==> src/rtl/uart_rx_param_if.sv <==
// Received-word handshake bundle for uart_rx_param: data word with valid/ready.
// The receiver drives the master side; the downstream consumer uses the slave side.
interface uart_rx_param_if #(
    parameter int DATA_BITS = 8
);
    logic [DATA_BITS-1:0] out;
    logic                 out_valid;
    logic                 out_ready;

    modport master (output out, output out_valid, input out_ready);
    modport slave  (input out, input out_valid, output out_ready);
endinterface

==> src/rtl/uart_rx_param.sv <==
// Parametrised oversampling UART receiver with a one-word valid/ready holding register.
// Define UART_RX_MAJORITY_EN to take each bit as a 3-sample majority vote around mid-bit.
//
// state   | meaning
// S_IDLE  | waiting for a synchronised falling edge
// S_START | checking the start bit at mid-bit (false-start filter)
// S_DATA  | sampling data bits LSB first, one per bit period
// S_PARITY| sampling and checking the parity bit
// S_STOP  | sampling stop bit(s), then delivering or discarding the word
module uart_rx_param #(
    parameter int CLK_PER_BIT = 16,
    parameter int DATA_BITS   = 8,
    parameter int PARITY_MODE = 0,
    parameter int STOP_BITS   = 1
) (
    input  logic                 clk,
    input  logic                 rst,
    input  logic                 info,
    uart_rx_param_if.master      bus,
    output logic                 frame_err,
    output logic                 parity_err,
    output logic                 overrun,
    output logic                 busy
);

    localparam int CW  = (CLK_PER_BIT > 1) ? $clog2(CLK_PER_BIT) : 1;
    localparam int MID = CLK_PER_BIT / 2;
`ifdef UART_RX_MAJORITY_EN
    localparam int MAJ = 1;
`else
    localparam int MAJ = 0;
`endif
    // With voting the decision lands one count after mid so that the third sample exists;
    // the counter is re-phased by the same amount so bit spacing stays CLK_PER_BIT.
    localparam logic [CW-1:0] C_LAST      = CW'(CLK_PER_BIT - 1);
    localparam logic [CW-1:0] C_START_DEC = CW'(MID + MAJ);
    localparam logic [CW-1:0] C_BIT_DEC   = (MAJ != 0) ? '0 : C_LAST;
    localparam logic [CW-1:0] C_RELOAD    = CW'(MAJ);
    localparam logic [3:0]    C_IDX_LAST  = 4'(DATA_BITS - 1);
    localparam logic          C_STOP_LAST = 1'(STOP_BITS - 1);

    typedef enum logic [2:0] {
        S_IDLE,
        S_START,
        S_DATA,
        S_PARITY,
        S_STOP
    } state_t;

    state_t               r_state;
    logic [CW-1:0]        r_cnt;
    logic [3:0]           r_bit_idx;
    logic                 r_stop_idx;
    logic [DATA_BITS-1:0] r_shift;
    logic                 r_par_lat;
    logic [DATA_BITS-1:0] r_out;
    logic                 r_valid;
    logic                 r_frame_err;
    logic                 r_parity_err;
    logic                 r_overrun;
    logic                 r_busy;

    logic r_sync1, r_sync2, r_sync3;
`ifdef UART_RX_MAJORITY_EN
    logic r_sync4;
`endif

    logic          w_fall;
    logic          w_bit;
    logic          w_par_exp;
    logic [CW-1:0] w_cnt_next;

    always_ff @(posedge clk or posedge rst) begin
        if (rst) begin
            r_sync1 <= 1'b1;
            r_sync2 <= 1'b1;
            r_sync3 <= 1'b1;
`ifdef UART_RX_MAJORITY_EN
            r_sync4 <= 1'b1;
`endif
        end else begin
            r_sync1 <= info;
            r_sync2 <= r_sync1;
            r_sync3 <= r_sync2;
`ifdef UART_RX_MAJORITY_EN
            r_sync4 <= r_sync3;
`endif
        end
    end

    assign w_fall = r_sync3 & ~r_sync2;

`ifdef UART_RX_MAJORITY_EN
    assign w_bit = (r_sync4 & r_sync3) | (r_sync4 & r_sync2) | (r_sync3 & r_sync2);
`else
    assign w_bit = r_sync2;
`endif

    assign w_par_exp  = (PARITY_MODE == 2) ? ~(^r_shift) : (^r_shift);
    assign w_cnt_next = (r_cnt == C_LAST) ? '0 : r_cnt + 1'b1;

    always_ff @(posedge clk or posedge rst) begin
        if (rst) begin
            r_state      <= S_IDLE;
            r_cnt        <= '0;
            r_bit_idx    <= '0;
            r_stop_idx   <= 1'b0;
            r_shift      <= '0;
            r_par_lat    <= 1'b0;
            r_out        <= '0;
            r_valid      <= 1'b0;
            r_frame_err  <= 1'b0;
            r_parity_err <= 1'b0;
            r_overrun    <= 1'b0;
            r_busy       <= 1'b0;
        end else begin
            r_frame_err  <= 1'b0;
            r_parity_err <= 1'b0;
            if (r_valid && bus.out_ready) begin
                r_valid <= 1'b0;
            end

            case (r_state)
                S_IDLE: begin
                    if (w_fall) begin
                        r_state <= S_START;
                        r_cnt   <= '0;
                        r_busy  <= 1'b1;
                    end
                end

                S_START: begin
                    if (r_cnt == C_START_DEC) begin
                        if (!w_bit) begin
                            r_state   <= S_DATA;
                            r_cnt     <= C_RELOAD;
                            r_bit_idx <= '0;
                            r_par_lat <= 1'b0;
                        end else begin
                            r_state <= S_IDLE;
                            r_busy  <= 1'b0;
                        end
                    end else begin
                        r_cnt <= w_cnt_next;
                    end
                end

                S_DATA: begin
                    r_cnt <= w_cnt_next;
                    if (r_cnt == C_BIT_DEC) begin
                        r_shift <= {w_bit, r_shift[DATA_BITS-1:1]};
                        if (r_bit_idx == C_IDX_LAST) begin
                            r_state    <= (PARITY_MODE != 0) ? S_PARITY : S_STOP;
                            r_stop_idx <= 1'b0;
                        end else begin
                            r_bit_idx <= r_bit_idx + 1'b1;
                        end
                    end
                end

                S_PARITY: begin
                    r_cnt <= w_cnt_next;
                    if (r_cnt == C_BIT_DEC) begin
                        if (w_bit != w_par_exp) begin
                            r_par_lat <= 1'b1;
                        end
                        r_state    <= S_STOP;
                        r_stop_idx <= 1'b0;
                    end
                end

                S_STOP: begin
                    r_cnt <= w_cnt_next;
                    if (r_cnt == C_BIT_DEC) begin
                        if (!w_bit) begin
                            r_frame_err <= 1'b1;
                            r_state     <= S_IDLE;
                            r_busy      <= 1'b0;
                        end else if (r_stop_idx == C_STOP_LAST) begin
                            // Old word is kept on overrun unless it is consumed this same cycle.
                            if (!r_valid || bus.out_ready) begin
                                r_out   <= r_shift;
                                r_valid <= 1'b1;
                            end else begin
                                r_overrun <= 1'b1;
                            end
                            r_parity_err <= r_par_lat;
                            r_state      <= S_IDLE;
                            r_busy       <= 1'b0;
                        end else begin
                            r_stop_idx <= 1'b1;
                        end
                    end
                end

                default: begin
                    r_state <= S_IDLE;
                    r_busy  <= 1'b0;
                end
            endcase
        end
    end

    assign bus.out       = r_out;
    assign bus.out_valid = r_valid;
    assign frame_err     = r_frame_err;
    assign parity_err    = r_parity_err;
    assign overrun       = r_overrun;
    assign busy          = r_busy;

endmodule
==> src/flat_wrapper.sv <==
// flat-port wrapper written by rule: the top's interface ports become plain ports
module uart_rx_param_flat 
#(
    parameter int CLK_PER_BIT = 16,
    parameter int DATA_BITS   = 8,
    parameter int PARITY_MODE = 0,
    parameter int STOP_BITS   = 1
)
  (clk, rst, info, frame_err, parity_err, overrun, busy, bus_out, bus_out_valid, bus_out_ready);
  uart_rx_param_if #(.DATA_BITS(DATA_BITS)) bus_i ();
  input  logic clk;
  input  logic rst;
  input  logic info;
  output logic frame_err;
  output logic parity_err;
  output logic overrun;
  output logic busy;
  output wire logic [$bits(bus_i.out)-1:0] bus_out;
  output wire logic [$bits(bus_i.out_valid)-1:0] bus_out_valid;
  input wire logic [$bits(bus_i.out_ready)-1:0] bus_out_ready;
  assign bus_out = bus_i.out;
  assign bus_out_valid = bus_i.out_valid;
  assign bus_i.out_ready = bus_out_ready;
  uart_rx_param #(.CLK_PER_BIT(CLK_PER_BIT), .DATA_BITS(DATA_BITS), .PARITY_MODE(PARITY_MODE), .STOP_BITS(STOP_BITS)) u_core (.clk(clk), .rst(rst), .info(info), .bus(bus_i), .frame_err(frame_err), .parity_err(parity_err), .overrun(overrun), .busy(busy));
endmodule
==> config.mk <==
export PLATFORM = sky130hd
export DESIGN_NAME = uart_rx_param_flat
export DESIGN_NICKNAME = d
export VERILOG_FILES = /design/src/rtl/uart_rx_param_if.sv /design/src/rtl/uart_rx_param.sv /design/src/flat_wrapper.sv
export SDC_FILE = /design/constraint.sdc
export NUM_CORES = 1
export LEC_CHECK = 0
export BUFFER_PORTS_ARGS = -buffer_cell sky130_fd_sc_hd__buf_2
export CORE_MARGIN = 2
export CORE_UTILIZATION = 40
export CTS_BUF_LIST = sky130_fd_sc_hd__clkbuf_2 sky130_fd_sc_hd__clkbuf_4 sky130_fd_sc_hd__clkbuf_8
export CTS_CLUSTER_DIAMETER = 100
export DETAILED_ROUTE_END_ITERATION = 16
export GPL_TIMING_DRIVEN = 0
export SLEW_MARGIN = 20
export SYNTH_ARGS = -nofsm -noshare
export SYNTH_HDL_FRONTEND = slang
export SYNTH_SLANG_ARGS = --single-unit
==> constraint.sdc <==
create_clock -name clk -period 1.6 [get_ports clk]
set_input_delay 0.24 -clock clk [delete_from_list [all_inputs] [get_ports clk]]
set_output_delay 0.24 -clock clk [all_outputs]
set_load 0.01 [all_outputs]
==> results.md <==
- Synth unique cells: 47
- Sw frac: roughly 34%
- Worst Hold Depth: 1
- Final instance area: around 0.0021 mm2
- Count of final setup violators: 0
- Int Power: between 1.5 and 2 mW
- Critical path data arrival time: between 1.5 and 2 ns
- Ys async rst share: 100%
- Synthesized area: 0.00174 mm2
- Cell count of the worst reg-to-reg path: 5
- WL/cell: 14.7 um
- Nets: approximately 180
- Clock sink total: 36
- Final wirelength: roughly 3300 um
- Core area: approximately 0.0041 mm2
- Die height: about 70 um
- Min-delay worst type: input pin to register
- Final Skew: approximately 0.0097 ns
- Share of layout cells above drive strength 1: around 44%
- DR DRC count: 0
- Maximum root-to-sink buffer count: 2
- Worst-path clk slew: around 0.060 ns
- Worst-Skew Late Latency: just under 0.3 ns
- Rel. slew slack: between 50 and 60%
- Synth warn: 0
- Largest net degree at the start of global routing: 37
- # fillers: between 300 and 400
- Port bufs: 16
- Part of the power in combinational logic: 36.2%
- RR Startpoint: u_core.r_cnt[1]
- Antenna Nets Post-Route: 0
- Dpl hpwl: ~2200 um
- Inst Count DP: 208
- Gr usage total: about 15%
- Hold path start: info
- Layout area overhead: 23.5%
- # diodes: 0
- Cell count after synthesis: 142
- Switching pwr: 0.980 mW
- Initial antenna violation count: 0
- Post-CTS Hold Buffers: 0
- Pre-Repair DR Iteration Count: 4
- Iter 0 DRT Violations: 34
- EDFF count, synth: 0
- Num CTS Buffers: 5
- Critical path capture point type: register
- Initial Util: a little over two fifths
- Via/cell ratio: approximately 5.2
- Tot Pwr: between 2 and 3 mW
- TritonCTS clock tree: done
- Max-Cap Viols: 0
- Status: finished, final reports clean
- Syn Area/Cell: around 12 um2
- CP required: between 1.5 and 2 ns
- Net Count, Synth: roughly 150
- CTS root buf: clkbuf_8
- DIE AREA: around 0.0049 mm2
- R2r setup slk: between 0.02 and 0.03 ns
- Placer Congestion: around 0.83
- Crit start category: register
- Synth Register Bits: 36
- Hold Fails Final Rpt: 0
- Vias in the first global route: about 1.2k
- P_leak: about 1.1 nW
- Worst Path Max Fanout: 8
- Fmax: 0.637 GHz
- H-tree level count: 2
- First-pass GRT wire length: about 5700 um
- Crit Path Category: register to register
- WHS Endpoint: u_core.r_sync1
- RSZ-0062 raised after global routing: true
- Utilization after layout: a little over half
- Io pins: 17
- PD cells: between 1000 and 1500 mW/mm2
- Cell Count, Final, Fillers Out: ~230
- Pins Over Slew Limit: 0
- Row cnt: 23
- Tcrit/Tclk final: between 90% and 100%
- Synth Flop Type: dfrtp_1
- Setup TNS: 0 ns
- R2R Path End: u_core.bus.out[6]
- Via count: around 1.2k
- Seq/Total Area, Yosys: roughly 52%
- Clock network power share: a little under a quarter
- Placed inst area: 0.00188 mm2
- Worst-Margin Slew: between 0.7 and 0.8 ns
- Fin crit period: between 1.5 and 2 ns
- Sequential share of power: 40.9%
- VDD IR max: ~0.00076 V
- Chip width: 69.9 um
- GR Overflow Total: 0
==> routing by layer <==
metal / routed length, um / global-route usage [%]
met1: 1590 / 20.3
met2: 1500 / 23.0
met3: 160 / 6.20
met4: 73 / 5.98
met5: 0 / 0
==> logic make-up (layout without fill, tap and decap cells) <==
kind of cell	after synthesis	in the layout	synth area share [%]
and+or+nand+nor	41	42	15.2
DFF	36	36	52.1
AOI/OAI and AO/OA	27	27	10.9
muxes	16	16	12.1
buffers and inverters	11	44	2.67
xor gates and xnor gates	8	8	4.83
adders and majority gates	3	3	2.16
==> power groups by stage <==
stage / registers, mW / logic (mW) / clock network, mW
2_1_floorplan: 1.14 / 0.594 / 0
3_3_place_gp: 1.15 / 0.709 / 0
3_5_place_dp: 1.16 / 0.743 / 0
4_1_cts: 1.15 / 0.952 / 0.672
5_1_grt: 1.20 / 1.15 / 0.720
6_report: 1.17 / 1.04 / 0.654
==> area by class of cell <==
cell class / instances / area, um2 / area share (%)
flip-flops and latches: 36 / 908 / 42.4
multi-input cells: 96 / 878 / 41.0
repair buffers: 26 / 155 / 7.24
clock buffers: 7 / 83.8 / 3.91
well taps: 50 / 62.6 / 2.92
inverters: 7 / 26.3 / 1.23
plain buffers: 3 / 23.8 / 1.11
clock inverters: 1 / 5.00 / 0.234
==> flip-flops by register name (all words and copies together) (netlist names) <==
| name | flops |
|---|---|
| u_core.bus.out | 8 |
| u_core.bus.out_valid | 1 |
| u_core.busy | 1 |
| u_core.frame_err | 1 |
| u_core.overrun | 1 |
| u_core.parity_err | 1 |
| u_core.r_bit_idx | 4 |
| u_core.r_cnt | 4 |
| u_core.r_par_lat | 1 |
| u_core.r_shift | 8 |
| u_core.r_state | 3 |
| u_core.r_sync1 | 1 |
| u_core.r_sync2 | 1 |
| u_core.r_sync3 | 1 |
==> critical path: stages (launching register included) <==
cell and delay (ns):
dfrtp_2 0.44, ha_4 0.19, and3_1 0.20, and3_4 0.20
nand2_8 0.10, mux2_4 0.31
==> worst max path at each step <==
stage	start	end
finish	u_core.r_cnt[1]	u_core.bus.out[6]
global placement	u_core.r_cnt[0]	u_core.r_shift[0]
floorplan	u_core.r_cnt[0]	u_core.r_bit_idx[1]
detailed placement	u_core.r_cnt[0]	u_core.r_cnt[2]
global route	u_core.r_cnt[1]	u_core.r_cnt[2]
CTS	u_core.r_cnt[0]	u_core.r_shift[7]
==> timing repair <==
| item | in CTS | in global routing |
|---|---|---|
| setup buffers | 7 | 3 |
| cloned | 1 | 0 |
| resized for setup | 14 | 8 |
| pin swaps | 5 | 5 |
| setup endpoints to repair | 24 | 25 |
==> Yosys cell counts (all sizes together), types with 2 or more instances <==
master | instances | area, um2
nor2b | 3 | 18.8
a21o | 2 | 15.0
or4 | 2 | 15.0
dfstp | 3 | 78.8
mux2 | 16 | 210
and3 | 3 | 23.8
nor2 | 4 | 15.0
a21oi | 4 | 20.0
ha | 3 | 37.5
dfrtp | 33 | 826
nand3 | 3 | 15.0
nand2 | 14 | 71.3
a31oi | 3 | 18.8
nand2b | 2 | 15.0
nor3b | 2 | 31.3
inv | 7 | 26.3
xnor2 | 4 | 35.0
buf | 4 | 20.0
o21ai | 6 | 30.0
xor2 | 3 | 26.3
o21a | 2 | 15.0
nand3b | 2 | 18.8
and2 | 2 | 13.8
==> cells in the final DEF, fill, tap and decap left out, drive strengths merged, types with 2 or more instances in the layout <==
cell and n:
a31oi 3, xnor2 4, nand2b 2, nor2b 3
nand2 15, a21o 2, nor3b 2, o21ai 6
mux2 16, dfstp 3, nor2 4, nand3 3
nand3b 2, o21a 2, a21oi 4, xor2 3
and2 2, clkbuf 8, or4 2, ha 3
buf 28, and3 3, dfrtp 33, inv 7
==> through the flow <==
step	hold slack, ns	worst slack (ns)
2_1_floorplan	0.244	0.00949
3_3_place_gp	0.346	-0.124
3_5_place_dp	0.347	-0.157
4_1_cts	0.0391	0.00577
5_1_grt	0.0292	-0.0293
6_report	0.0493	0.0289
Note: power is estimated with default switching activity, not from simulation.
